**config.mk**
```make
export PLATFORM = sky130hd
export DESIGN_NAME = hazard_fwd_unit
export DESIGN_NICKNAME = d
export VERILOG_FILES = /design/src/rtl/hazard_fwd_unit.sv
export SDC_FILE = /design/constraint.sdc
export NUM_CORES = 1
export LEC_CHECK = 0
export CAP_MARGIN = 10
export CELL_PAD_IN_SITES_DETAIL_PLACEMENT = 0
export CELL_PAD_IN_SITES_GLOBAL_PLACEMENT = 1
export CORE_MARGIN = 1.5
export CORE_UTILIZATION = 34
export DETAILED_ROUTE_END_ITERATION = 7
export PLACE_DENSITY_LB_ADDON = 0.12
export SLEW_MARGIN = 10
export SYNTH_ARGS = -nofsm -noshare
export SYNTH_HDL_FRONTEND = slang
export SYNTH_SLANG_ARGS = --single-unit
export TNS_END_PERCENT = 5
```
**constraint.sdc**
```tcl
create_clock -name iClk -period 4.71 [get_ports iClk]
set_clock_uncertainty 0.05 [all_clocks]
set_input_delay 0.471 -clock iClk [delete_from_list [all_inputs] [get_ports iClk]]
set_output_delay 0.471 -clock iClk [all_outputs]
set_load 0.03 [all_outputs]
```
**src/rtl/hazard_fwd_unit.sv**
```systemverilog
// Hazard detection and operand forwarding for a 5-stage in-order pipeline.
// Tracks EX/MEM/WB producers, load-use stalls and the multi-cycle HI/LO unit.
module hazard_fwd_unit #(
  parameter int REG_AW     = 5,
  parameter int MULDIV_LAT = 32
) (
  input  logic              iClk,
  input  logic              iReset,
  input  logic              iIdValid,
  input  logic [REG_AW-1:0] iIdRs,
  input  logic [REG_AW-1:0] iIdRt,
  input  logic              iIdUseRs,
  input  logic              iIdUseRt,
  input  logic [REG_AW-1:0] iIdDst,
  input  logic              iIdRegWrite,
  input  logic              iIdIsLoad,
  input  logic              iIdUseHiLo,
  input  logic              iIdMulDiv,
  input  logic              iFlush,
  output logic              oStall,
  output logic              oBubble,
  output logic [1:0]        oFwdSelA,
  output logic [1:0]        oFwdSelB,
  output logic              oMulDivBusy
);

  typedef struct packed {
    logic              valid;
    logic [REG_AW-1:0] dst;
    logic              regWrite;
    logic              isLoad;
  } stageRec_t;

  stageRec_t exRec, memRec, wbRec, idRec;
  logic [5:0] busyCnt, busyCntNext;
  logic       exHitA, memHitA, wbHitA;
  logic       exHitB, memHitB, wbHitB;
  logic       loadUse, hiLoHaz;
  logic [1:0] selA, selB;

  function automatic logic hit(
    input stageRec_t         s,
    input logic [REG_AW-1:0] x,
    input logic              en
  );
    return s.valid & s.regWrite & (s.dst == x) & (x != '0) & en;
  endfunction

  function automatic logic [1:0] pick(
    input logic ex,
    input logic ld,
    input logic mem,
    input logic wb
  );
    if (ex & !ld)  return 2'b01;
    else if (mem)  return 2'b10;
    else if (wb)   return 2'b11;
    else           return 2'b00;
  endfunction

  always_comb begin
    idRec.valid    = 1'b1;
    idRec.dst      = iIdDst;
    idRec.regWrite = iIdRegWrite;
    idRec.isLoad   = iIdIsLoad;

    exHitA  = hit(exRec,  iIdRs, iIdUseRs);
    memHitA = hit(memRec, iIdRs, iIdUseRs);
    wbHitA  = hit(wbRec,  iIdRs, iIdUseRs);
    exHitB  = hit(exRec,  iIdRt, iIdUseRt);
    memHitB = hit(memRec, iIdRt, iIdUseRt);
    wbHitB  = hit(wbRec,  iIdRt, iIdUseRt);

    selA = pick(exHitA, exRec.isLoad, memHitA, wbHitA);
    selB = pick(exHitB, exRec.isLoad, memHitB, wbHitB);

    loadUse = (exHitA | exHitB) & exRec.isLoad;
    hiLoHaz = oMulDivBusy & (iIdUseHiLo | iIdMulDiv);

    // Flush outranks any stall; reset keeps the pipe moving.
    oStall  = !iReset & iIdValid & !iFlush & (loadUse | hiLoHaz);
    oBubble = iFlush | oStall | !iIdValid;

    busyCntNext = busyCnt;
    if (iIdMulDiv & !oBubble)
      busyCntNext = 6'(MULDIV_LAT);
    else if (busyCnt != '0)
      busyCntNext = busyCnt - 6'd1;
  end

  always_ff @(posedge iClk) begin
    if (iReset) begin
      exRec       <= '0;
      memRec      <= '0;
      wbRec       <= '0;
      busyCnt     <= '0;
      oMulDivBusy <= 1'b0;
      oFwdSelA    <= 2'b00;
      oFwdSelB    <= 2'b00;
    end else begin
      wbRec       <= memRec;
      memRec      <= exRec;
      exRec       <= oBubble ? '0 : idRec;
      busyCnt     <= busyCntNext;
      oMulDivBusy <= busyCntNext != '0;
      oFwdSelA    <= oBubble ? 2'b00 : selA;
      oFwdSelB    <= oBubble ? 2'b00 : selB;
    end
  end

endmodule
```
Yosys cells after proc, flatten, opt, wreduce, memory -nomap -nowiden
Index checks and enable logic that the tools add are counted.

Add/subtract/negate cells: 1. Multiply operators: 0. Divide/modulo/power cells: 0. $lt $le $gt $ge: 0. Equality and inequality tests: 6. Shifts and indexed selects: 0. Multiplexer cells: 9. Bitwise gates (word level): 34. Reductions and logical operators: 12.

Operator list (number): $eq A5 B5 Y1 (6); $and A1 B1 Y1 (29); $mux W6 (2); $reduce_bool A6 Y1 (2); $reduce_bool A5 Y1 (2); $mux W2 (4); $mux W8 (1); $reduce_or A3 Y1 (2); $sub A6 B1 Y6 const B (1); $logic_not A1 Y1 (5); $or A1 B1 Y1 (5); $mux W1 (2); $reduce_or A2 Y1 (1).

Register bits after elaboration: 33. Bits in latches: 0. Memory bits (writable): 0. Memory bits (read-only): 0. Bits of input ports: 25. Output and inout bits: 7. Memories kept: 0.

Logic depth before layout (Yosys ltp)
Depth after elaboration: 14. Mapped depth: 7. Mapped depth without buffers: 7.

Worst setup path before layout
OpenSTA, ideal clock, no wires.

Path type: input port to output port. Start: input port iIdRt[1]. End: output port oStall. Arrival time: 1.975 ns. Path slack: 2.214 ns. Cell stages on the path: 5. Path buffers: 0. Cells stage by stage: or4_1 -> o21ai_2 -> nor4_2 -> o21ai_1 -> a21boi_0.

Longest elaborated chain between the ends: 8. Elaborated cells on any way between the ends: 9. Those cells by class: 1 x eq/ne; 7 x bitwise; 1 x reduce/logical.

Ends and longest elaborated chain: from (decl) (line 11) `input logic [REG_AW-1:0] iIdRt,`; $eq A5 B5 Y1 (line 46) `return s.valid & s.regWrite & (s.dst == x) & (x != '0) & en;`; $and A1 B1 Y1 (line 46); $and A1 B1 Y1 * (2 in series) (line 46); $or A1 B1 Y1 * (line 77) `loadUse = (exHitA | exHitB) & exRec.isLoad;`; $and A1 B1 Y1 * (line 77); $or A1 B1 Y1 * (line 81) `oStall = !iReset & iIdValid & !iFlush & (loadUse | hiLoHaz);`; $and A1 B1 Y1 * (line 81); to (decl) (line 20) `output logic oStall,`.

Mark *: on every way between the ends. The rest lies on a longest branch, timed or not.

Worst setup path after layout
Ends and elaborated chain as after synthesis.

==> out/metrics.yaml <==
synth_top_family_by_area: "simple AND/OR/NAND/NOR gates"
syn_area_sq_um: 1638
min_period_over_period: 0.7670
synthArstFlopShare: 0
die_w_microns: 72.41
overflow: 0
synth_fa_ha_area_frac: 0.01528
start_util: 0.3491
rows: 25
tightestPinTransition_ns: 0.8660
synth_compound_area_frac: 0.08709
dieArea_sq_um: 5242
synth.distinct_cells: 36
syn_inst: 170
placed_cell_area_sq_um: 1993
ir_drop_uv: 194.5
design_area_sq_um: 2110
path_clk_slew_ns: 0.06
fmax_mhz: 276.8
worstPathMaxFanout: 7
yosysMostFrequentCell: "dfxtp_1"
worstPathArrival_ns: 3.09
maxCapViolCount: 0
avgSynthCellArea_sq_um: 9.634
gp_congestion: 0.8254
postCtsHoldBufs: 0
clk_latency_ns: 0.28
synth_top_area_cell: "dfxtp_1"
synth-seq-cells: 33
syn_nets: 197
muxShareOfSynthArea: 0.006112
ys_seq_area_frac: 0.4034
fin_crit_ns: 3.613
reg2reg_depth: 7
hpwlAfterDp_microns: 2903
cp.required_ns: 4.19
slew_headroom: 0.4174
synth.area.top_cells: "dfxtp_1, xnor2_1, nor2b_1"
synth_ff_type: "dfxtp_1"
numCtsBuffers: 5
cts_root_buffer: "clkbuf_8"
end_kind: "output pin"
p_switching_mw: 0.2656
holdCritPathClass: "flop to flop"
synth_edf_count: 0
nNetsFinal: 231
setup_violations: 0
hold_depth: 1
drtPass1Iterations: 4
synthTopCellsByCount: "dfxtp_1, xnor2_1, nor2b_1"
crit_type: "primary input to output pin"
fin_setup_tns_ns: 0
synthSimpleGateAreaFrac: 0.2857
drive_above_1_share: 0.09268
synth_xor_area_frac: 0.1818
drv_slew: 0
clk_path_buf_depth: 2
hold_viol: 0
synth_top_area_share: 0.4034
grt_max_degree: 24
antenna_cells: 0
p_leak_nw: 0.6891
drt-initial-drc-count: 51
htree_num_levels: 2
cts_resized: 0
pwr-share-comb: 0.302
synth.yosys.warnings: 0
grt_pass1_vias: 1333
gr-usage-all-layers: 0.1628
cts.sinks: 33
p_int_mw: 0.6168
area_growth_pct: 28.80
die_h_microns: 72.41
tritoncts: "done"
avgRoutedWirePerCell_microns: 14.86
critPathLaunchType: "primary input"
viasPerCell: 5.077
port_buffers: 31
total_power_mw: 0.8824
io_pins: 32
netSwitchingFraction: 0.3010
core_area_sq_um: 4692
drt_wl_total_microns: 3849
status: "complete, no violations"
pwr-share-seq: 0.391
post_cts_buffers: 0
rsz0062_at_grt: "false"
vias: 1315
antenna_found_initial: 0
grt_pass1_wl_microns: 6423
clkPwrFrac: 0.307
p_per_area_nw_per_um2: 418.3
ant_nets: 0
drcViolationCount: 0
## placed cells by master, fill, tap and decap left out, types with 2 or more instances in the layout
cell type        synthesis  final
a211oi_1                 4      4
a21oi_1                  5      5
a2bb2oi_1                2      2
clkbuf_8                 0      6
clkdlybuf4s50_1          0     31
dfxtp_1                 33     33
ha_1                     2      2
inv_1                    3      3
nand2_1                  9      9
nand2b_1                 4      4
nand3_1                  4      4
nand4_1                  5      5
nor2_1                   9      9
nor2b_1                 15     15
nor3_1                   4      4
nor3b_2                  7      7
nor4_1                   3      3
o21ai_0                  2      2
o21ai_1                  2      2
o22ai_1                  2      2
or2b_1                   2      2
or4_1                    3      3
xnor2_1                 31     31
xor2_1                   3      3
## cells by family (layout without fill, tap and decap cells)
kind of cell | count (synthesis) | after routing
AO/OA/AOI/OAI | 21 | 21
XOR/XNOR | 34 | 34
adder cells (fa/ha/maj) | 2 | 2
buffers and inverters | 7 | 42
flip-flops | 33 | 33
multiplexers | 1 | 1
AND/OR/NAND/NOR | 72 | 72
## area by class of cell
| type | count | area, sq um |
|---|---|---|
| fill | 487 | 2582 |
| multi-input combinational | 130 | 943.4 |
| tap | 54 | 67.56 |
| clock inverter | 1 | 30.03 |
| clock buffer | 7 | 86.33 |
| inverter | 3 | 11.26 |
| sequential | 33 | 660.6 |
| timing repair buffer | 31 | 310.3 |
## power groups by stage
stage                     sequential, mW  clock, mW  combinational [mW]
after global placement             0.351          0               0.266
after floorplan                    0.352          0               0.188
after global routing               0.350      0.293               0.297
final                              0.345      0.271               0.267
after detailed placement           0.351          0               0.267
after CTS                          0.345      0.281               0.270
## stage by stage
stage,hold slack [ns],cells,setup WS [ns],util
floorplan,0.4094,170,2.214,-
global placement,0.4256,251,1.146,0.4248
detailed placement,0.4277,251,1.125,0.4248
CTS,0.4367,259,1.101,0.4496
global route,0.4601,259,0.8992,0.4496
finish,0.4336,259,1.097,0.4496
## critical path: stages
cell,delay [ns]
clkdlybuf4s50_1,0.52
or4_1,0.58
o21ai_2,0.21
nor4_2,0.10
o21ai_1,0.42
a21boi_0,0.16
clkdlybuf4s50_1,0.62
## worst paths after layout
check | slack [ns] | end | start
setup / recovery | 1.10 | oStall | iIdRt[1]
hold / removal | 0.43 | memRec[7]$_SDFF_PP0_ | exRec[7]$_SDFF_PP0_
setup reg to reg | 2.69 | oMulDivBusy$_SDFF_PP0_ | busyCnt[0]$_SDFF_PP0_
hold reg to reg | 0.43 | memRec[7]$_SDFF_PP0_ | exRec[7]$_SDFF_PP0_
## per-layer routing
layer  part of all wire  routed length [microns]  vias up  track usage
met2               0.47                     1815       34       0.2572
met5                  0                        0        -            0
met1               0.45                     1733      616       0.2073
li1                   -                        -      656            -
met3              0.056                      214        9      0.04306
met4              0.022                       86        0      0.07547
## sequential cells by signal (all words and copies together) (netlist names)
signal / cells
wbRec: 7
oFwdSelB: 2
oMulDivBusy: 1
memRec: 7
busyCnt: 6
exRec: 8
oFwdSelA: 2
Note: power is estimated with default switching activity, not from simulation.
